===== config.mk =====
export PLATFORM = sky130hd
export DESIGN_NAME = instr_fetch_split_flat
export DESIGN_NICKNAME = d
export VERILOG_FILES = /design/src/rtl/instr_fetch_split_if.sv /design/src/rtl/instr_fetch_split.sv /design/src/flat_wrapper.sv
export SDC_FILE = /design/constraint.sdc
export NUM_CORES = 1
export LEC_CHECK = 0
export ABC_AREA = 1
export ABC_CLOCK_PERIOD_IN_PS = 2300
export CAP_MARGIN = 20
export CORE_UTILIZATION = 29
export CTS_CLUSTER_DIAMETER = 80
export DETAILED_ROUTE_END_ITERATION = 10
export HOLD_SLACK_MARGIN = 0.02
export PLACE_DENSITY_LB_ADDON = 0.25
export RECOVER_POWER = 50
export REMOVE_ABC_BUFFERS = 1
export SKIP_LAST_GASP = 1
export SYNTH_ARGS = -nofsm -noshare
export SYNTH_HDL_FRONTEND = slang
export SYNTH_SLANG_ARGS = --single-unit

===== constraint.sdc =====
create_clock -name clk -period 2.3 [get_ports clk]
set_input_delay 0.69 -clock clk [delete_from_list [all_inputs] [get_ports clk]]
set_output_delay 0.69 -clock clk [all_outputs]
set_load 0.02 [all_outputs]

===== src/rtl/instr_fetch_split_if.sv =====
// instr_fetch_split_if: control-strobe, PC and program-memory bus bundle for the fetch unit
interface instr_fetch_split_if #(parameter int ADDR_W = 8);
  logic CS_Ins_load, CS_PC_load, CS_PC_inc, pc_wr_en;
  logic [ADDR_W-1:0] pc_wr_data, mem_addr, pc;
  logic mem_rd_req, mem_rd_valid, ins_valid, busy;
  logic [15:0] mem_rdata, imm16;
  logic [3:0] CS_opcode, rd_sel, rs_sel, imm4;
  modport master (
    input CS_Ins_load, CS_PC_load, CS_PC_inc, pc_wr_en, pc_wr_data, mem_rd_valid, mem_rdata,
    output mem_addr, mem_rd_req, CS_opcode, rd_sel, rs_sel, imm4, imm16, ins_valid, busy, pc
  );
  modport slave (
    output CS_Ins_load, CS_PC_load, CS_PC_inc, pc_wr_en, pc_wr_data, mem_rd_valid, mem_rdata,
    input mem_addr, mem_rd_req, CS_opcode, rd_sel, rs_sel, imm4, imm16, ins_valid, busy, pc
  );
endinterface


===== src/rtl/instr_fetch_split.sv =====
// instr_fetch_split: PC owner that fetches 1/2-word instructions and splits them into fields
module instr_fetch_split #(
  parameter int ADDR_W = 8,
  parameter logic [3:0] TWO_WORD_OPC = 4'b0001
) (
  input logic clk,
  input logic rst,
  instr_fetch_split_if.master bus
);
  typedef enum logic [1:0] {IDLE, FETCH1, FETCH2, READY} state_t;
  state_t state;
  logic [15:0] ir;
  logic [ADDR_W-1:0] npc;
  logic idle_or_ready, start, two_ir;
  assign bus.CS_opcode = ir[15:12];
  assign bus.rd_sel = ir[11:8];
  assign bus.rs_sel = ir[7:4];
  assign bus.imm4 = ir[3:0];
  // npc is the PC after this cycle's jump/increment, so a same-cycle start fetches from it
  always_comb begin
    idle_or_ready = state == IDLE || state == READY;
    start = bus.CS_Ins_load && bus.CS_PC_load && idle_or_ready;
    two_ir = ir[15:12] == TWO_WORD_OPC;
    npc = bus.pc_wr_en ? bus.pc_wr_data :
          !(bus.CS_PC_inc && idle_or_ready) ? bus.pc :
          bus.pc + ((state == READY && two_ir) ? ADDR_W'(2) : ADDR_W'(1));
  end
  always_ff @(posedge clk) begin
    if (rst) begin
      state <= IDLE;
      bus.pc <= '0;
      bus.mem_addr <= '0;
      ir <= '0;
      bus.imm16 <= '0;
      bus.mem_rd_req <= 1'b0;
      bus.ins_valid <= 1'b0;
      bus.busy <= 1'b0;
    end else begin
      bus.pc <= npc;
      case (state)
        FETCH1: if (bus.mem_rd_valid) begin
          ir <= bus.mem_rdata;
          if (bus.mem_rdata[15:12] == TWO_WORD_OPC) begin
            state <= FETCH2;
            bus.mem_addr <= bus.mem_addr + 1'b1;
          end else begin
            state <= READY;
            bus.mem_rd_req <= 1'b0;
            bus.busy <= 1'b0;
            bus.ins_valid <= 1'b1;
          end
        end
        FETCH2: if (bus.mem_rd_valid) begin
          bus.imm16 <= bus.mem_rdata;
          state <= READY;
          bus.mem_rd_req <= 1'b0;
          bus.busy <= 1'b0;
          bus.ins_valid <= 1'b1;
        end
        default: if (start) begin
          state <= FETCH1;
          bus.mem_addr <= npc;
          bus.mem_rd_req <= 1'b1;
          bus.busy <= 1'b1;
          bus.ins_valid <= 1'b0;
          bus.imm16 <= '0;
        end else if (state == READY && (bus.pc_wr_en || bus.CS_PC_inc)) begin
          state <= IDLE;
          bus.ins_valid <= 1'b0;
        end
      endcase
    end
  end
endmodule


===== src/flat_wrapper.sv =====
// flat-port wrapper written by rule: the top's interface ports become plain ports
module instr_fetch_split_flat 
#(
  parameter int ADDR_W = 8,
  parameter logic [3:0] TWO_WORD_OPC = 4'b0001
)
  (clk, rst, bus_CS_Ins_load, bus_CS_PC_load, bus_CS_PC_inc, bus_pc_wr_en, bus_pc_wr_data, bus_mem_rd_valid, bus_mem_rdata, bus_mem_addr, bus_mem_rd_req, bus_CS_opcode, bus_rd_sel, bus_rs_sel, bus_imm4, bus_imm16, bus_ins_valid, bus_busy, bus_pc);
  instr_fetch_split_if #(.ADDR_W(ADDR_W)) bus_i ();
  input logic clk;
  input logic rst;
  input wire logic [$bits(bus_i.CS_Ins_load)-1:0] bus_CS_Ins_load;
  input wire logic [$bits(bus_i.CS_PC_load)-1:0] bus_CS_PC_load;
  input wire logic [$bits(bus_i.CS_PC_inc)-1:0] bus_CS_PC_inc;
  input wire logic [$bits(bus_i.pc_wr_en)-1:0] bus_pc_wr_en;
  input wire logic [$bits(bus_i.pc_wr_data)-1:0] bus_pc_wr_data;
  input wire logic [$bits(bus_i.mem_rd_valid)-1:0] bus_mem_rd_valid;
  input wire logic [$bits(bus_i.mem_rdata)-1:0] bus_mem_rdata;
  output wire logic [$bits(bus_i.mem_addr)-1:0] bus_mem_addr;
  output wire logic [$bits(bus_i.mem_rd_req)-1:0] bus_mem_rd_req;
  output wire logic [$bits(bus_i.CS_opcode)-1:0] bus_CS_opcode;
  output wire logic [$bits(bus_i.rd_sel)-1:0] bus_rd_sel;
  output wire logic [$bits(bus_i.rs_sel)-1:0] bus_rs_sel;
  output wire logic [$bits(bus_i.imm4)-1:0] bus_imm4;
  output wire logic [$bits(bus_i.imm16)-1:0] bus_imm16;
  output wire logic [$bits(bus_i.ins_valid)-1:0] bus_ins_valid;
  output wire logic [$bits(bus_i.busy)-1:0] bus_busy;
  output wire logic [$bits(bus_i.pc)-1:0] bus_pc;
  assign bus_i.CS_Ins_load = bus_CS_Ins_load;
  assign bus_i.CS_PC_load = bus_CS_PC_load;
  assign bus_i.CS_PC_inc = bus_CS_PC_inc;
  assign bus_i.pc_wr_en = bus_pc_wr_en;
  assign bus_i.pc_wr_data = bus_pc_wr_data;
  assign bus_i.mem_rd_valid = bus_mem_rd_valid;
  assign bus_i.mem_rdata = bus_mem_rdata;
  assign bus_mem_addr = bus_i.mem_addr;
  assign bus_mem_rd_req = bus_i.mem_rd_req;
  assign bus_CS_opcode = bus_i.CS_opcode;
  assign bus_rd_sel = bus_i.rd_sel;
  assign bus_rs_sel = bus_i.rs_sel;
  assign bus_imm4 = bus_i.imm4;
  assign bus_imm16 = bus_i.imm16;
  assign bus_ins_valid = bus_i.ins_valid;
  assign bus_busy = bus_i.busy;
  assign bus_pc = bus_i.pc;
  instr_fetch_split #(.ADDR_W(ADDR_W), .TWO_WORD_OPC(TWO_WORD_OPC)) u_core (.clk(clk), .rst(rst), .bus(bus_i));
endmodule

==> impl_metrics.csv <==
group,metric,value,unit
outcome,status,"finished, final reports clean",
cts,cts-root-buf,"clkbuf_8",
sta,finalSetupViolations,0,
sta,worstMarginPinSlew,489,ps
pwr,p_leak,1.43,nW
setup_path,rr_startpoint,"u_core.ir[12]",
sta,slew_headroom,67.4,%
die,core-area,8260,sq um
run,max-cap-violations,0,
setup_path,cp_cell_sequence,"inv_1, nor2_1, and3_4, inv_2, ha_4, inv_1, fa_2, or2_0, a31oi_2, nand2_1, a21oi_2",
synth,ys_seq_area_share,42.1,%
layout,fin_cells,535,
setup_path,reg2reg_to,"u_core.bus.mem_addr[1]",
setup_path,worst-setup-path-type,"reg2reg",
layout,fin_nets,467,
setup_path,critPathLaunch,"u_core.ir[12]",
setup_path,cpPeakStageDelay,440,ps
pwr,p_sw_share,31.8,%
synth,synth_area_leaders,"dfxtp_1 42%, nand2_1 9.6%, nor2_1 8.0%",
route,drtIter0Drc,76,
die,dieArea,8910,sq um
placed_design,place_congestion,0.802,
setup_path,cp_slowest_cell,"fa_2",
setup_path,worstRegToRegCells,11,
cts,tritoncts,"done",
route,final_antenna_net_count,0,
layout,multi_input_area,1250,sq um
synth,synth_area_leader_cell,"dfxtp_1",
pwr,pwr-share-comb,25.2,%
die,num_io_pins,82,
cts,clk_latency,300,ps
sta,fmaxAchievable,0.460,GHz
setup_path,worst_setup_path_start_kind,"flip-flop",
setup_path,crit_end,"u_core.bus.mem_addr[1]",
cts,cts_htree_levels,2,
route,wl_per_cell,13.1,microns
synth,avgSynthCellArea,7.22,sq um
layout,drive_gt1_share,10.2,%
cts,cts_buffers,5,
pwr,p_clk_share,27.4,%
layout,syn_to_final_growth,43.2,%
global_route,grt_max_degree,31,
sta,min_period,2170,ps
route,via_per_inst,4.72,
sta,post-route-period-util,94.5,%
layout,regArea,1040,sq um
worst_hold_path,hp-class,"reg2reg",
sta,tns,0,ps
setup_path,endpoint_kind,"flip-flop",
global_route,grtUsageTotal,16.3,%
cts,ctsHoldBuffers,0,
route,wirelength,6990,microns
die,die_w,94.4,microns
synth,synth_top_area_share,42.1,%
pwr,seqPwrFrac,47.4,%
global_route,grt_overflow,0,
global_route,grt_pass1_vias,2429,
route,drtPass1Iterations,4,
placed_design,numPortBuffers,81,
placed_design,dp.cells,525,
synth,async_flop_share,0,%
global_route,antenna_found_initial,0,
setup_path,crit_path_frequent_cell,"inv_1",
route,drc,0,
die,core.rowCount,33,
synth,synth_cell_types,36,
synth,ys_ff_latch,52,
cts,clock_sinks,52,
synth,yosysMostFrequentCell,"nand2_1",
pwr,powerDensity,592,nW/um^2
global_route,grt_first_pass_wirelength,11400,microns
layout,antenna_cells,0,
synth,synth_commonest_cells,"63 x nand2_1, 53 x nor2_1, 52 x dfxtp_1",
setup_path,crit_cells,11,
synth,yosys_warnings,0,
die,dieHeight,94.4,microns
synth,syn_inst,343,
cts,clockBufferDepth,2,
placed_design,hpwlAfterDp,5150,microns
cts,path_clk_slew,90,ps
synth,synth_area,2470,sq um
pwr,p_switching,0.000669,W
route,vias,2527,
setup_path,worst-path-max-fanout,2,
synth,synth_edf_count,0,
sta,fin_skew,7.71,ps
die,initial_core_util,30.0,%
setup_path,cp.required,2540,ps
sta,finalMaxSlewViolations,0,
synth,synth_top_flop_cell,"dfxtp_1",
setup_path,cp.arrival,2410,ps
setup_path,crit_buf_inv,3,
pwr,p_int,0.00143,W
pwr,ir_worst_vdd,0.243,mV
sta,hold_viol,0,
setup_path,r2r_slack,130,ps
layout,fillCellCount,895,
setup_path,cp_top_family,"simple AND/OR/NAND/NOR gates",
[area by class of cell]
cell class | count | area share (%)
Multi-Input combinational cell | 245 | 35.3
Sequential cell | 52 | 29.4
Timing Repair Buffer | 94 | 25.4
Tap cell | 105 | 3.71
Inverter | 31 | 3.39
Clock buffer | 6 | 2.33
Clock inverter | 2 | 0.494
[placed cells by master, fill, tap and decap left out, types with 3 or more instances in the layout]
| master | n |
|---|---|
| a21oi_1 | 33 |
| a21oi_2 | 4 |
| buf_4 | 10 |
| clkbuf_8 | 6 |
| clkdlybuf4s50_1 | 50 |
| clkinv_1 | 4 |
| dfxtp_1 | 51 |
| dlygate4sd3_1 | 31 |
| ha_1 | 4 |
| inv_1 | 23 |
| nand2_1 | 65 |
| nand3_1 | 36 |
| nor2_1 | 53 |
| o21ai_0 | 20 |
| o21ai_1 | 4 |
| o21ai_2 | 3 |
[power by group through the flow]
stage	registers (W)	clock network [W]	logic [W]
after detailed placement	0.00102	0	0.000535
after floorplan	0.00107	0	0.000222
after global routing	0.00100	0.000628	0.000587
final	0.000996	0.000575	0.000530
after global placement	0.00102	0	0.000529
after CTS	0.000997	0.000598	0.000540
[per-stage QoR]
stage / util [%] / total power [W] / hold slack, ps / worst slack (ps) / area, sq um
floorplan: - / 0.00129 / 466 / 186 / 2390
global placement: 41.4 / 0.00155 / 452 / 110 / 3420
detailed placement: 41.4 / 0.00155 / 458 / -18.0 / 3420
CTS: 42.7 / 0.00213 / 474 / -20.0 / 3530
global route: 42.9 / 0.00222 / 486 / -13.7 / 3540
finish: 42.9 / 0.00210 / 467 / 127 / 3540
[tightest hold or removal path: cells and delay by family, from the launching register on]
family           cells  cell delay [ps]
flip-flops           1              320
AO/OA/AOI/OAI        1               50
AND/OR/NAND/NOR      1               60
[kinds of logic (layout without fill, tap and decap cells)]
| family | count (synthesis) | in the layout | share of synthesized area, % |
|---|---|---|---|
| and+or+nand+nor | 166 | 166 | 29.4 |
| AOI/OAI and AO/OA | 68 | 68 | 15.2 |
| DFF | 52 | 52 | 42.1 |
| buffers and inverters | 46 | 133 | 8.14 |
| adders and majority gates | 7 | 7 | 3.84 |
| xor gates and xnor gates | 4 | 4 | 1.42 |
[routing by layer]
metal  up-vias  part of all wire, %  wire (microns)  track usage [%]
li1       1285                    -               -                -
met1      1153                   43            3000             19.4
met2        79                   46            3250             27.4
met3        10                  9.4             657             5.96
met4         0                  1.1              79             4.74
met5         -                    0               0                0
[worst min path at each step]
stage / cells after the start / to / start / slack, ps
floorplan: 2 / u_core.state[1] / u_core.state[1] / 470
global placement: 2 / u_core.bus.imm16[12] / u_core.bus.imm16[12] / 450
detailed placement: 2 / u_core.bus.imm16[12] / u_core.bus.imm16[12] / 460
CTS: 2 / u_core.bus.imm16[12] / u_core.bus.imm16[12] / 470
global route: 2 / u_core.bus.imm16[13] / u_core.bus.imm16[13] / 490
finish: 2 / u_core.bus.imm16[12] / u_core.bus.imm16[12] / 470
[registers in the layout (all words and copies together), names as in the netlist]
signal                 cells
u_core.bus.mem_addr        8
u_core.bus.imm16          16
u_core.state               2
u_core.bus.ins_valid       1
u_core.ir                 16
u_core.bus.mem_rd_req      1
u_core.bus.pc              8
[repair_timing]
action	in CTS	in global routing
gates cloned	0	0
setup endpoints to repair	4	6
gates resized for setup	2	10
pin swaps	0	5
buffers inserted	0	2
Note: power is estimated with default switching activity, not from simulation.
